--- src/rtl/vga_timing_gen.sv ---
// VGA timing generator: pixel-tick divider, h/v counters, sync generation and test-pattern RGB332 output.
// Optional border overlay is compiled in when the VGA_BORDER_EN macro is defined.
module vga_timing_gen #(
  parameter int H_ACTIVE = 640,
  parameter int H_FP     = 16,
  parameter int H_SYNC   = 96,
  parameter int H_BP     = 48,
  parameter int V_ACTIVE = 480,
  parameter int V_FP     = 10,
  parameter int V_SYNC   = 2,
  parameter int V_BP     = 33,
  parameter int CLK_DIV  = 4,
  parameter bit HS_POL   = 1'b0,
  parameter bit VS_POL   = 1'b0
) (
  input  logic        CLK_100MHz,
  input  logic        Reset_n,
  input  logic [1:0]  Mode,
  input  logic [7:0]  PixelIn,
  output logic        PixelReq,
  output logic [10:0] X,
  output logic [10:0] Y,
  output logic        Active,
  output logic        FrameStart,
  output logic        HSync,
  output logic        VSync,
  output logic [2:0]  Red,
  output logic [2:0]  Green,
  output logic [1:0]  Blue
);

  localparam int HTOT = H_ACTIVE + H_FP + H_SYNC + H_BP;
  localparam int VTOT = V_ACTIVE + V_FP + V_SYNC + V_BP;
  localparam int BAR_W = H_ACTIVE / 8;

  localparam logic [10:0] H_LAST   = 11'(HTOT - 1);
  localparam logic [10:0] V_LAST   = 11'(VTOT - 1);
  localparam logic [10:0] H_ACT    = 11'(H_ACTIVE);
  localparam logic [10:0] V_ACT    = 11'(V_ACTIVE);
  localparam logic [10:0] HS_START = 11'(H_ACTIVE + H_FP);
  localparam logic [10:0] HS_END   = 11'(H_ACTIVE + H_FP + H_SYNC - 1);
  localparam logic [10:0] VS_START = 11'(V_ACTIVE + V_FP);
  localparam logic [10:0] VS_END   = 11'(V_ACTIVE + V_FP + V_SYNC - 1);
  localparam logic [3:0]  DIV_LAST = 4'(CLK_DIV - 1);

  logic [3:0]  r_div;
  logic [10:0] r_hcnt;
  logic [10:0] r_vcnt;
  logic [10:0] r_x;
  logic [10:0] r_y;
  logic        r_active;
  logic        r_pixreq;
  logic        r_frame_start;
  logic [1:0]  r_mode;
  logic        r_hsync;
  logic        r_vsync;
  logic [7:0]  r_rgb;

  logic        w_tick;
  logic        w_h_wrap;
  logic        w_v_wrap;
  logic        w_active_now;
  logic        w_origin;
  logic [2:0]  w_bar_idx;
  logic [7:0]  w_bar_rgb;
  logic [7:0]  w_pixel;

  assign w_tick       = (r_div == DIV_LAST);
  assign w_h_wrap     = (r_hcnt == H_LAST);
  assign w_v_wrap     = (r_vcnt == V_LAST);
  assign w_active_now = (r_hcnt < H_ACT) && (r_vcnt < V_ACT);
  assign w_origin     = (r_hcnt == 11'd0) && (r_vcnt == 11'd0);

  always_ff @(posedge CLK_100MHz) begin
    if (!Reset_n) begin
      r_div <= 4'd0;
    end else if (w_tick) begin
      r_div <= 4'd0;
    end else begin
      r_div <= r_div + 4'd1;
    end
  end

  always_ff @(posedge CLK_100MHz) begin
    if (!Reset_n) begin
      r_hcnt <= 11'd0;
      r_vcnt <= 11'd0;
    end else if (w_tick) begin
      r_hcnt <= w_h_wrap ? 11'd0 : r_hcnt + 11'd1;
      if (w_h_wrap) begin
        r_vcnt <= w_v_wrap ? 11'd0 : r_vcnt + 11'd1;
      end
    end
  end

  // Request/response: PixelReq pulses for one clock on the tick that presents X/Y;
  // the caller holds PixelIn for that pixel so it is sampled on the following tick.
  always_ff @(posedge CLK_100MHz) begin
    if (!Reset_n) begin
      r_x           <= 11'd0;
      r_y           <= 11'd0;
      r_active      <= 1'b0;
      r_pixreq      <= 1'b0;
      r_frame_start <= 1'b0;
      r_mode        <= 2'd0;
    end else begin
      r_pixreq      <= w_tick && w_active_now;
      r_frame_start <= w_tick && w_origin;
      if (w_tick) begin
        r_x      <= r_hcnt;
        r_y      <= r_vcnt;
        r_active <= w_active_now;
        if (w_origin) begin
          r_mode <= Mode;
        end
      end
    end
  end

  always_comb begin
    w_bar_idx = 3'd0;
    for (int k = 1; k < 8; k++) begin
      if (r_x >= 11'(k * BAR_W)) begin
        w_bar_idx = 3'(k);
      end
    end
  end

  always_comb begin
    w_bar_rgb = 8'h00;
    case (w_bar_idx)
      3'd0:    w_bar_rgb = 8'hFF;
      3'd1:    w_bar_rgb = 8'hFC;
      3'd2:    w_bar_rgb = 8'h1F;
      3'd3:    w_bar_rgb = 8'h1C;
      3'd4:    w_bar_rgb = 8'hE3;
      3'd5:    w_bar_rgb = 8'hE0;
      3'd6:    w_bar_rgb = 8'h03;
      default: w_bar_rgb = 8'h00;
    endcase
  end

  // Pattern is evaluated on the previous tick's coordinates, one tick behind X/Y.
  always_comb begin
    w_pixel = 8'h00;
    case (r_mode)
      2'd0:    w_pixel = 8'h00;
      2'd1:    w_pixel = w_bar_rgb;
      2'd2:    w_pixel = (r_x[5] ^ r_y[5]) ? 8'hFF : 8'h00;
      default: w_pixel = PixelIn;
    endcase
`ifdef VGA_BORDER_EN
    if ((r_x == 11'd0) || (r_x == H_ACT - 11'd1) || (r_y == 11'd0) || (r_y == V_ACT - 11'd1)) begin
      w_pixel = 8'hFF;
    end
`endif
  end

  always_ff @(posedge CLK_100MHz) begin
    if (!Reset_n) begin
      r_hsync <= ~HS_POL;
      r_vsync <= ~VS_POL;
      r_rgb   <= 8'h00;
    end else if (w_tick) begin
      r_hsync <= ((r_x >= HS_START) && (r_x <= HS_END)) ? HS_POL : ~HS_POL;
      r_vsync <= ((r_y >= VS_START) && (r_y <= VS_END)) ? VS_POL : ~VS_POL;
      r_rgb   <= r_active ? w_pixel : 8'h00;
    end
  end

  assign PixelReq   = r_pixreq;
  assign X          = r_x;
  assign Y          = r_y;
  assign Active     = r_active;
  assign FrameStart = r_frame_start;
  assign HSync      = r_hsync;
  assign VSync      = r_vsync;
  assign Red        = r_rgb[7:5];
  assign Green      = r_rgb[4:2];
  assign Blue       = r_rgb[1:0];

endmodule

--- config.mk ---
export PLATFORM = sky130hd
export DESIGN_NAME = vga_timing_gen
export DESIGN_NICKNAME = d
export VERILOG_FILES = /design/src/rtl/vga_timing_gen.sv
export SDC_FILE = /design/constraint.sdc
export NUM_CORES = 1
export LEC_CHECK = 0
export BUFFER_PORTS_ARGS = -buffer_cell sky130_fd_sc_hd__buf_2
export CAP_MARGIN = 20
export CORE_ASPECT_RATIO = 2
export CORE_MARGIN = 10
export CORE_UTILIZATION = 30
export CTS_BUF_LIST = sky130_fd_sc_hd__clkbuf_4
export DETAILED_ROUTE_END_ITERATION = 16
export PLACE_DENSITY_LB_ADDON = 0.12
export SYNTH_ARGS = -nofsm -noshare
export SYNTH_HDL_FRONTEND = slang
export SYNTH_SLANG_ARGS = --single-unit
--- constraint.sdc ---
create_clock -name CLK_100MHz -period 2.2 [get_ports CLK_100MHz]
set_input_delay 0 -clock CLK_100MHz [delete_from_list [all_inputs] [get_ports CLK_100MHz]]
set_output_delay 0 -clock CLK_100MHz [all_outputs]
set_load 0.01 [all_outputs]
==> qor.csv, run 1 <==
metric;value;unit
clock_path_buffers;2;
avgViaCountPerCell;4.91;
fmax;0.512;GHz
ant_nets;0;
area_growth;23.1;%
h-tree-depth;3;
final_core_util;37.8;%
layout_commonest_cell;nand2_1;
drc_errors;0;
fin_crit;1950;ps
grt_max_degree;25;
hold_depth;4;
clock_latency;430;ps
grt_first_pass_wirelength;13400;µm
multi_input_area;1530;µm²
place.port_buffers;46;
die_h;158;µm
crit_path_start;r_div[0]$_SDFF_PP0_;
powerDensity;593;nW/µm²
grt_pass1_vias;2617;
root_buffer;clkbuf_4;
start_kind;flip-flop;
r2r_end;r_hcnt[5]$_SDFFE_PN0P_;
cts_made_buffers;9;
post_synth_num_cell_types;56;
finClkSkew;8.66;ps
critPathRequiredTime;2520;ps
drive_gt1_share;22.1;%
ios;47;
syn_avg_cell_area;8.57;µm²
hp-start;PixelIn[4];
drt-total-wl;8330;µm
reg2regPathDepth;7;
fillers;1009;
final.period_utilization;88.7;%
hpwl;6490;µm
die-area;14100;µm²
yosysSeqAreaShare;44.1;%
num_rows;50;
setup_ws;249;ps
slew_headroom;61.5;%
finalHoldViolCount;0;
clkSinkCount;63;
hold_class;primary input to flip-flop;
avgRoutedWirePerCell;16.2;µm
gp_congestion;0.814;
syn_inst;334;
worstPathMaxFanout;12;
pre_cts_ws;254;ps
async_reset_ff_share;0;%
cts.clk_slew.worst_paths;100;ps
setup_viol;0;
initial_core_util;30.7;%
layout_common_cells;nand2_1, dfxtp_1, buf_2, nor2_1, a21boi_0;
drt_iter0_drc;84;
regArea;1260;µm²
worst_pin_slew;573;ps
crit_type;flip-flop to flip-flop;
first_pass_iters;4;
crit_path_end_kind;flip-flop;
syn_area;2860;µm²
holdPathEnd;r_rgb[4]$_SDFFE_PN0P_;
vias;2518;
fp.coreArea;9320;µm²
rsz0062_at_grt;false;
yosys_most_used_dff;dfxtp_1;
arrival;2270;ps
fin_nets;420;
die_x;89.1;µm
cap_viol_max_count;0;
rr_startpoint;r_div[0]$_SDFF_PP0_;
p_leak;1.42;nW
status;finished, final reports clean;
globalRouteOverflowTotal;0;
antenna_found_initial;1;
track_usage;12.8;%
peakVddDrop;0.212;mV
cts_tree;done;
slew_viol_final;0;
yosysWarnings;0;
synthesis.nets;351;
synth-edff-count;0;
r2r_slack;250;ps
final.setup.tns;0;ps
ys_ff_latch;63;
-- logic make-up after synthesis --
| logic type | share of synthesized area [%] |
|---|---|
| compound gates | 14.3 |
| fa+ha+maj | 2.54 |
| buf+inv | 2.75 |
| simple gates | 29.6 |
| xor+xnor | 6.12 |
| mux | 0.700 |
| flops | 44.1 |
-- area by class of cell --
cell class                 count  area share [%]
antenna                        1          0.0710
clock buffer                  11            2.34
clock inverter                 5            1.38
inverter                       7           0.746
multi-input combinational    251            43.3
sequential                    63            35.8
tap                          104            3.69
timing repair buffer          71            12.6
-- power breakdown --
part	total (mW)	leakage [nW]	switching, mW	internal, mW
Sequential	1.16	0.508	0.0103	1.15
Clock	0.792	0.0780	0.429	0.363
Combinational	0.134	0.837	0.0734	0.0608
Total	2.09	1.42	0.513	1.58
-- per-layer routing --
layer	vias up	global-route usage, %	share of wire, %
met5	-	0	0
met4	0	7.77	4.1
met3	23	3.50	4.4
met2	48	24.6	57
met1	1157	11.0	34
li1	1290	-	-
-- registers in the layout, summed over array words and instances (netlist names) --
name / cells
X: 11
FrameStart: 1
r_rgb: 8
r_vcnt: 11
VSync: 1
Active: 1
r_div: 4
PixelReq: 1
r_mode: 2
Y: 11
r_hcnt: 11
HSync: 1
-- worst max-delay path, stage by stage (launching register included) --
cell and delay [ps]:
dfxtp_1 370, ha_1 200, or3b_4 450, buf_4 210, nor3_2 210, nand3_1 180
xor2_1 170, nor2_1 50
-- per-stage QoR --
step / total power, mW / cell area, µm² / std cells / hold slack [ps]
4_1_cts: 2.12 / 3520 / 512 / 305
5_1_grt: 2.19 / 3520 / 513 / 350
3_3_place_gp: 1.31 / 3280 / 485 / 235
3_5_place_dp: 1.31 / 3280 / 485 / 243
6_report: 2.09 / 3520 / 513 / 339
2_1_floorplan: 1.26 / 2860 / 334 / 148
-- timing repair --
action | 4_1_cts | 5_1_grt
hold endpoints to repair | 23 | 0
hold buffers | 11 | 0
resized for setup | 0 | 0
setup buffers | 0 | 0
setup endpoints to repair | 0 | 0
-- synth_stat cells, drive strengths merged (2+ instances only) --
library cell  number  share of area, %
xor2              12               3.7
o22ai              2              0.44
or3                5               1.3
dfxtp             63                44
nor4               4               1.6
buf                4              0.66
a21oi              2              0.48
nand3             13               2.4
and2              10               2.2
mux2i              2              0.70
o21ai             15               2.8
o21a               3              0.79
a21boi            26               6.8
nand2             74               9.8
a22o               3              0.92
clkbuf             9               1.2
and3               8               1.8
inv                7              0.92
xnor2              8               2.4
nor2              26               3.7
ha                 5               2.2
nor3               4               1.3
nand4              7               1.5
nor2b              5               1.1
-- worst max path at each step --
stage,to,cells past startpoint,slack (ps)
final,r_hcnt[5]$_SDFFE_PN0P_,7,250
after CTS,r_hcnt[5]$_SDFFE_PN0P_,7,240
after detailed placement,r_hcnt[5]$_SDFFE_PN0P_,7,250
after floorplan,r_vcnt[10]$_SDFFE_PN0P_,6,410
after global placement,r_hcnt[5]$_SDFFE_PN0P_,7,270
after global routing,r_mode[0]$_SDFFE_PN0P_,6,80
Power figures use the tool's default switching activity.
==> inputs of run 2 (changes only) <==
--- a/config.mk
+++ b/config.mk
@@ -5,6 +5,7 @@
 export SDC_FILE = /design/constraint.sdc
 export NUM_CORES = 1
 export LEC_CHECK = 0
+export ABC_AREA = 1
 export BUFFER_PORTS_ARGS = -buffer_cell sky130_fd_sc_hd__buf_2
 export CAP_MARGIN = 20
 export CORE_ASPECT_RATIO = 2
@@ -13,6 +14,7 @@
 export CTS_BUF_LIST = sky130_fd_sc_hd__clkbuf_4
 export DETAILED_ROUTE_END_ITERATION = 16
 export PLACE_DENSITY_LB_ADDON = 0.12
+export RECOVER_POWER = 25
 export SYNTH_ARGS = -nofsm -noshare
 export SYNTH_HDL_FRONTEND = slang
 export SYNTH_SLANG_ARGS = --single-unit
==> qor.csv, run 2 <==
metric;value;unit;change
worstPathMaxFanout;7;;was 12
worst_pin_slew;441;ps;was 573 ps
initial_core_util;30.4;%;was 30.7%
async_reset_ff_share;0;%;unchanged
first_pass_iters;5;;was 4
synth.most_common_cell;nand2_1;;unchanged
synthesis.nets;424;;was 351
ios;47;;unchanged
cap_viol_max_count;0;;unchanged
status;finished, final reports clean;;unchanged
postCtsSetupBuffers;0;;unchanged
vias;2866;;was 2518
hold_class;primary input to flip-flop;;unchanged
clock_latency;430;ps;about the same
grt_max_degree;17;;was 25
critPathRequiredTime;2510;ps;was 2520 ps
finalHoldViolCount;0;;unchanged
cpPeakStageDelay;450;ps;about the same
grt_pass1_vias;2754;;was 2617
layout_common_cells;nand2_1, dfxtp_1, nor2_1, inv_1;;was nand2_1, dfxtp_1, buf_2, nor2_1, a21boi_0
drt-total-wl;8990;µm;was 8330 µm
ys_ff_latch;63;;unchanged
synth-edff-count;0;;unchanged
root_buffer;clkbuf_4;;unchanged
whs;359;ps;was 339 ps
syn_inst;407;;was 334
post_synth_num_cell_types;33;;was 56
crit_type;flip-flop to flip-flop;;unchanged
drc_errors;0;;unchanged
synth_common_cells;nand2_1, dfxtp_1, nor2_1;;unchanged
synth_top_area_share;42.8;%;was 44.1%
yosys_most_used_dff;dfxtp_1;;unchanged
cts_made_buffers;9;;unchanged
layout_commonest_cell;nand2_1;;unchanged
globalRouteOverflowTotal;0;;unchanged
start_kind;flip-flop;;unchanged
avgViaCountPerCell;4.71;;was 4.91
ant_nets;0;;unchanged
cts_tree;done;;unchanged
clkSinkCount;63;;unchanged
num_rows;51;;was 50
yosysWarnings;0;;unchanged
final.setup.tns;0;ps;unchanged
finClkSkew;17.3;ps;was 8.66 ps
fp.coreArea;9700;µm²;was 9320 µm²
path_cells;ha_1, nand2_1, inv_1, nand2_2, nor2_1, nand2_2, nor2_4, inv_1, nand2_1, a21oi_1;;was ha_1, or3b_4, buf_4, nor3_2, nand3_1, xor2_1, nor2_1
h-tree-depth;3;;unchanged
fillers;1083;;was 1009
die_h;160;µm;was 158 µm
crit_buf_inv;2;;was 1
drive_gt1_share;13.7;%;was 22.1%
rsz0062_at_grt;false;;unchanged
powerDensity;622;nW/µm²;was 593 nW/µm²
fin_crit;1860;ps;was 1950 ps
peakVddDrop;0.210;mV;was 0.212 mV
die_x;90.1;µm;was 89.1 µm
syn_area;2950;µm²;was 2860 µm²
path_delay_family;simple AND/OR/NAND/NOR gates;;unchanged
syn_avg_cell_area;7.24;µm²;was 8.57 µm²
die-area;14400;µm²;was 14100 µm²
cts_resized;0;;unchanged
pre_cts_ws;354;ps;was 254 ps
clock_path_buffers;2;;unchanged
place.port_buffers;46;;unchanged
cpMaxStageDelayCell;dfxtp_1;;was or3b_4
gp_congestion;0.822;;was 0.814
netlist_top_cells_area;dfxtp_1, nand2_1, nor2_1;;was dfxtp_1, nand2_1, a21boi_0
slew_headroom;70.4;%;was 61.5%
p_leak;1.41;nW;was 1.42 nW
total_power;2.22;mW;was 2.09 mW
antenna_found_initial;1;;unchanged
arrival;2170;ps;was 2270 ps
setup_ws;343;ps;was 249 ps
slew_viol_final;0;;unchanged
holdBufCountCts;11;;unchanged
area_growth;20.8;%;was 23.1%
cts.clk_slew.worst_paths;110;ps;was 100 ps
setup_viol;0;;unchanged
hpwl;7090;µm;was 6490 µm
crit_path_end_kind;flip-flop;;unchanged
fmax;0.538;GHz;was 0.512 GHz
grt_first_pass_wirelength;14500;µm;was 13400 µm
drt_iter0_drc;144;;was 84
avgRoutedWirePerCell;14.8;µm;was 16.2 µm
yosysSeqAreaShare;42.8;%;was 44.1%
fin_nets;488;;was 420
track_usage;12.7;%;was 12.8%
final.period_utilization;84.4;%;was 88.7%
post-synth-top-area-cell;dfxtp_1;;unchanged
-- run 2: cell types whose count changed after synthesis, moves of 13 or more --
cell      change
nor2_1       +19
nor3_1       +15
a21oi_1      +25
a21boi_0     -16
nand2_1      +13
o21ai_0      +16
inv_1        +37
-- run 2: cells by family (layout without fill, tap and decap cells) --
kind of cell | after synthesis | after routing | synth area share, %
buffers and inverters | 60 | 129 | 8.45
XOR/XNOR | 8 | 8 | 2.38
flip-flops | 63 | 63 | 42.8
AND/OR/NAND/NOR | 202 | 202 | 31.6
other | 0 | 1 | 0
AO/OA/AOI/OAI | 69 | 69 | 12.7
adder cells (fa/ha/maj) | 5 | 5 | 2.12
-- run 2: report_power, final --
| part | internal, mW | switching (mW) |
|---|---|---|
| Clock | 0.451 | 0.442 |
| Sequential | 1.15 | 0.0112 |
| Combinational | 0.0590 | 0.0982 |
| Total | 1.66 | 0.551 |
-- run 2: final cells by class --
class / instances / area, µm² / share of cell area, %
multi-input cells: 284 / 1440 / 40.4
diodes: 1 / 2.50 / 0.0703
well taps: 132 / 165 / 4.64
flip-flops and latches: 63 / 1260 / 35.4
clock inverters: 7 / 87.6 / 2.46
inverters: 52 / 198 / 5.55
repair buffers: 61 / 340 / 9.56
clock buffers: 9 / 67.6 / 1.90
-- run 2: per-stage QoR --
stage          cell area (µm²)  instances  util, %
2_1_floorplan             2950        407        -
3_3_place_gp              3320        581     34.2
3_5_place_dp              3320        581     34.2
4_1_cts                   3590        608     37.0
5_1_grt                   3560        609     36.7
6_report                  3560        609     36.7
-- run 2: worst min-delay path, cell delays in order --
cell	delay (ps)
dlygate4sd3_1	520
buf_2	100
nor3_1	40
nor2_1	90
-- run 2: layer usage --
| layer | global-route usage, % | routed length [µm] | share of wire [%] |
|---|---|---|---|
| met1 | 12.3 | 3430 | 38 |
| met2 | 24.0 | 4980 | 55 |
| met3 | 3.43 | 359 | 4.0 |
| met4 | 5.75 | 223 | 2.5 |
| met5 | 0 | 0 | 0 |
-- run 2: worst paths after layout --
| check | startpoint | endpoint | slack, ps | cells after the start |
|---|---|---|---|---|
| min reg2reg | r_div[0]$_SDFF_PP0_ | r_div[0]$_SDFF_PP0_ | 460 | 1 |
| max reg2reg | r_hcnt[0]$_SDFFE_PN0P_ | r_vcnt[6]$_SDFFE_PN0P_ | 340 | 10 |
| min | Mode[0] | r_mode[0]$_SDFFE_PN0P_ | 360 | 4 |
| max | r_hcnt[0]$_SDFFE_PN0P_ | r_vcnt[6]$_SDFFE_PN0P_ | 340 | 10 |
==> inputs of run 3 (changes only) <==
==> constraint.sdc (replaced) <==
create_clock -name CLK_100MHz -period 1.7 [get_ports CLK_100MHz]
set_input_delay 0 -clock CLK_100MHz [delete_from_list [all_inputs] [get_ports CLK_100MHz]]
set_output_delay 0 -clock CLK_100MHz [all_outputs]
set_load 0.01 [all_outputs]
==> qor.csv, run 3 (synthesis gave the netlist of run 2 again) <==
metric;value;unit;change
status;finished, final reports clean;;unchanged
final_core_util;37.6;%;was 36.7%
avgViaCountPerCell;4.76;;was 4.71
worst_pin_slew;458;ps;was 441 ps
powerDensity;744;nW/µm²;was 622 nW/µm²
cts_tree;done;;unchanged
clkSinkCount;63;;unchanged
rsz0062_at_grt;false;;unchanged
grt_max_degree;17;;unchanged
drc_errors;0;;unchanged
ios;47;;unchanged
globalRouteOverflowTotal;0;;unchanged
cap_viol_max_count;0;;unchanged
die_h;160;µm;unchanged
final.setup.tns;0;ps;unchanged
grt_first_pass_wirelength;14700;µm;was 14500 µm
cts.clk_slew.worst_paths;110;ps;about the same
drt-total-wl;9270;µm;was 8990 µm
track_usage;12.8;%;was 12.7%
initial_core_util;30.4;%;unchanged
finClkSkew;17.5;ps;was 17.3 ps
area_growth;23.8;%;was 20.8%
cts_made_buffers;9;;unchanged
fp.coreArea;9700;µm²;unchanged
critPathRequiredTime;2010;ps;was 2510 ps
first_pass_iters;4;;was 5
fillers;1083;;unchanged
pwr-share-seq;55.6;%;was 52.6%
p_comb_share;7.8;%;was 7.1%
crit_type;flip-flop to flip-flop;;unchanged
h-tree-depth;3;;unchanged
clock_path_buffers;2;;unchanged
vias;2959;;was 2866
whs;355;ps;was 359 ps
setup_viol;0;;unchanged
fin_crit;1570;ps;was 1860 ps
worstPathMaxFanout;10;;was 7
drive_gt1_share;17.2;%;was 13.7%
final.period_utilization;92.4;%;was 84.4%
switching_share;25.5;%;was 24.9%
place.port_buffers;46;;unchanged
layout_common_cells;nand2_1, dfxtp_1, inv_1, nor2_1, o21ai_0;;was nand2_1, dfxtp_1, nor2_1, inv_1
clock_latency;420;ps;was 430 ps
slew_headroom;69.3;%;was 70.4%
root_buffer;clkbuf_4;;unchanged
peakVddDrop;0.309;mV;was 0.210 mV
num_rows;51;;unchanged
finalHoldViolCount;0;;unchanged
hpwl;7180;µm;was 7090 µm
hold_class;primary input to flip-flop;;unchanged
arrival;1890;ps;was 2170 ps
gp_congestion;0.887;;was 0.822
fmax;0.637;GHz;was 0.538 GHz
crit_path_end_kind;flip-flop;;unchanged
layout_commonest_cell;nand2_1;;unchanged
grt_pass1_vias;2900;;was 2754
fin_nets;501;;was 488
avgRoutedWirePerCell;14.9;µm;was 14.8 µm
dp_cells;592;;was 581
drt_iter0_drc;130;;was 144
slew_viol_final;0;;unchanged
internal_power;2.02;mW;was 1.66 mW
antenna_found_initial;1;;unchanged
die_x;90.1;µm;unchanged
power_frac_clock;36.6;%;was 40.3%
switchingPower;0.692;mW;was 0.551 mW
die-area;14400;µm²;unchanged
start_kind;flip-flop;;unchanged
ant_nets;0;;unchanged
p_leak;1.49;nW;was 1.41 nW
fin_cells;622;;was 609
## run 3: power groups by stage
stage | logic, mW | registers [mW] | clock network [mW]
finish | 0.212 | 1.51 | 0.994
global route | 0.238 | 1.51 | 1.10
CTS | 0.215 | 1.51 | 1.03
detailed placement | 0.194 | 1.54 | 0
global placement | 0.194 | 1.54 | 0
floorplan | 0.127 | 1.54 | 0
## run 3: layer usage
layer	part of all wire, %	track usage (%)
met5	0	0
met4	2.9	6.84
met3	4.1	3.19
met2	54	24.0
met1	39	12.4
## run 3: final cells by class
cell class	count	area [µm²]	area share, %
antenna	1	2.50	0.0686
clock buffer	10	75.1	2.06
clock inverter	6	51.3	1.41
inverter	52	198	5.42
multi-input combinational	284	1450	39.8
sequential	63	1260	34.7
tap	132	165	4.53
timing repair buffer	74	438	12.0
## run 3: metrics by stage
step,instance area (µm²),setup WS (ps),power [mW]
6_report,3650,130,2.71
5_1_grt,3650,5.15,2.85
4_1_cts,3640,65.7,2.76
3_5_place_dp,3400,78.7,1.73
3_3_place_gp,3400,108,1.73
2_1_floorplan,2950,223,1.67
## run 3: path summary, 6_finish.rpt
check                                         start                      to  slack, ps  cells after the start
worst max register to register  r_div[0]$_SDFF_PP0_  r_vcnt[2]$_SDFFE_PN0P_        130                     11
worst min register to register  r_div[0]$_SDFF_PP0_     r_div[0]$_SDFF_PP0_        420                      1
worst min-delay path                        Mode[0]  r_mode[0]$_SDFFE_PN0P_        350                      4
worst max-delay path            r_div[0]$_SDFF_PP0_  r_vcnt[2]$_SDFFE_PN0P_        130                     11
## run 3: repair_timing
action,CTS,global route
gates resized for setup,0,8
hold endpoints to repair,15,0
buffers inserted,0,2
endpoints found under the setup margin,0,20
hold buffers,11,0
## run 3: worst max-delay path, stage by stage, from the launching register on
cell and delay [ps]:
dfxtp_2 350, ha_1 190, nand2_2 80, buf_4 200
nor2_8 140, nand2_4 80, nand2_4 110, inv_4 60
nor2_4 130, inv_2 50, nand2_1 50, a21oi_1 40
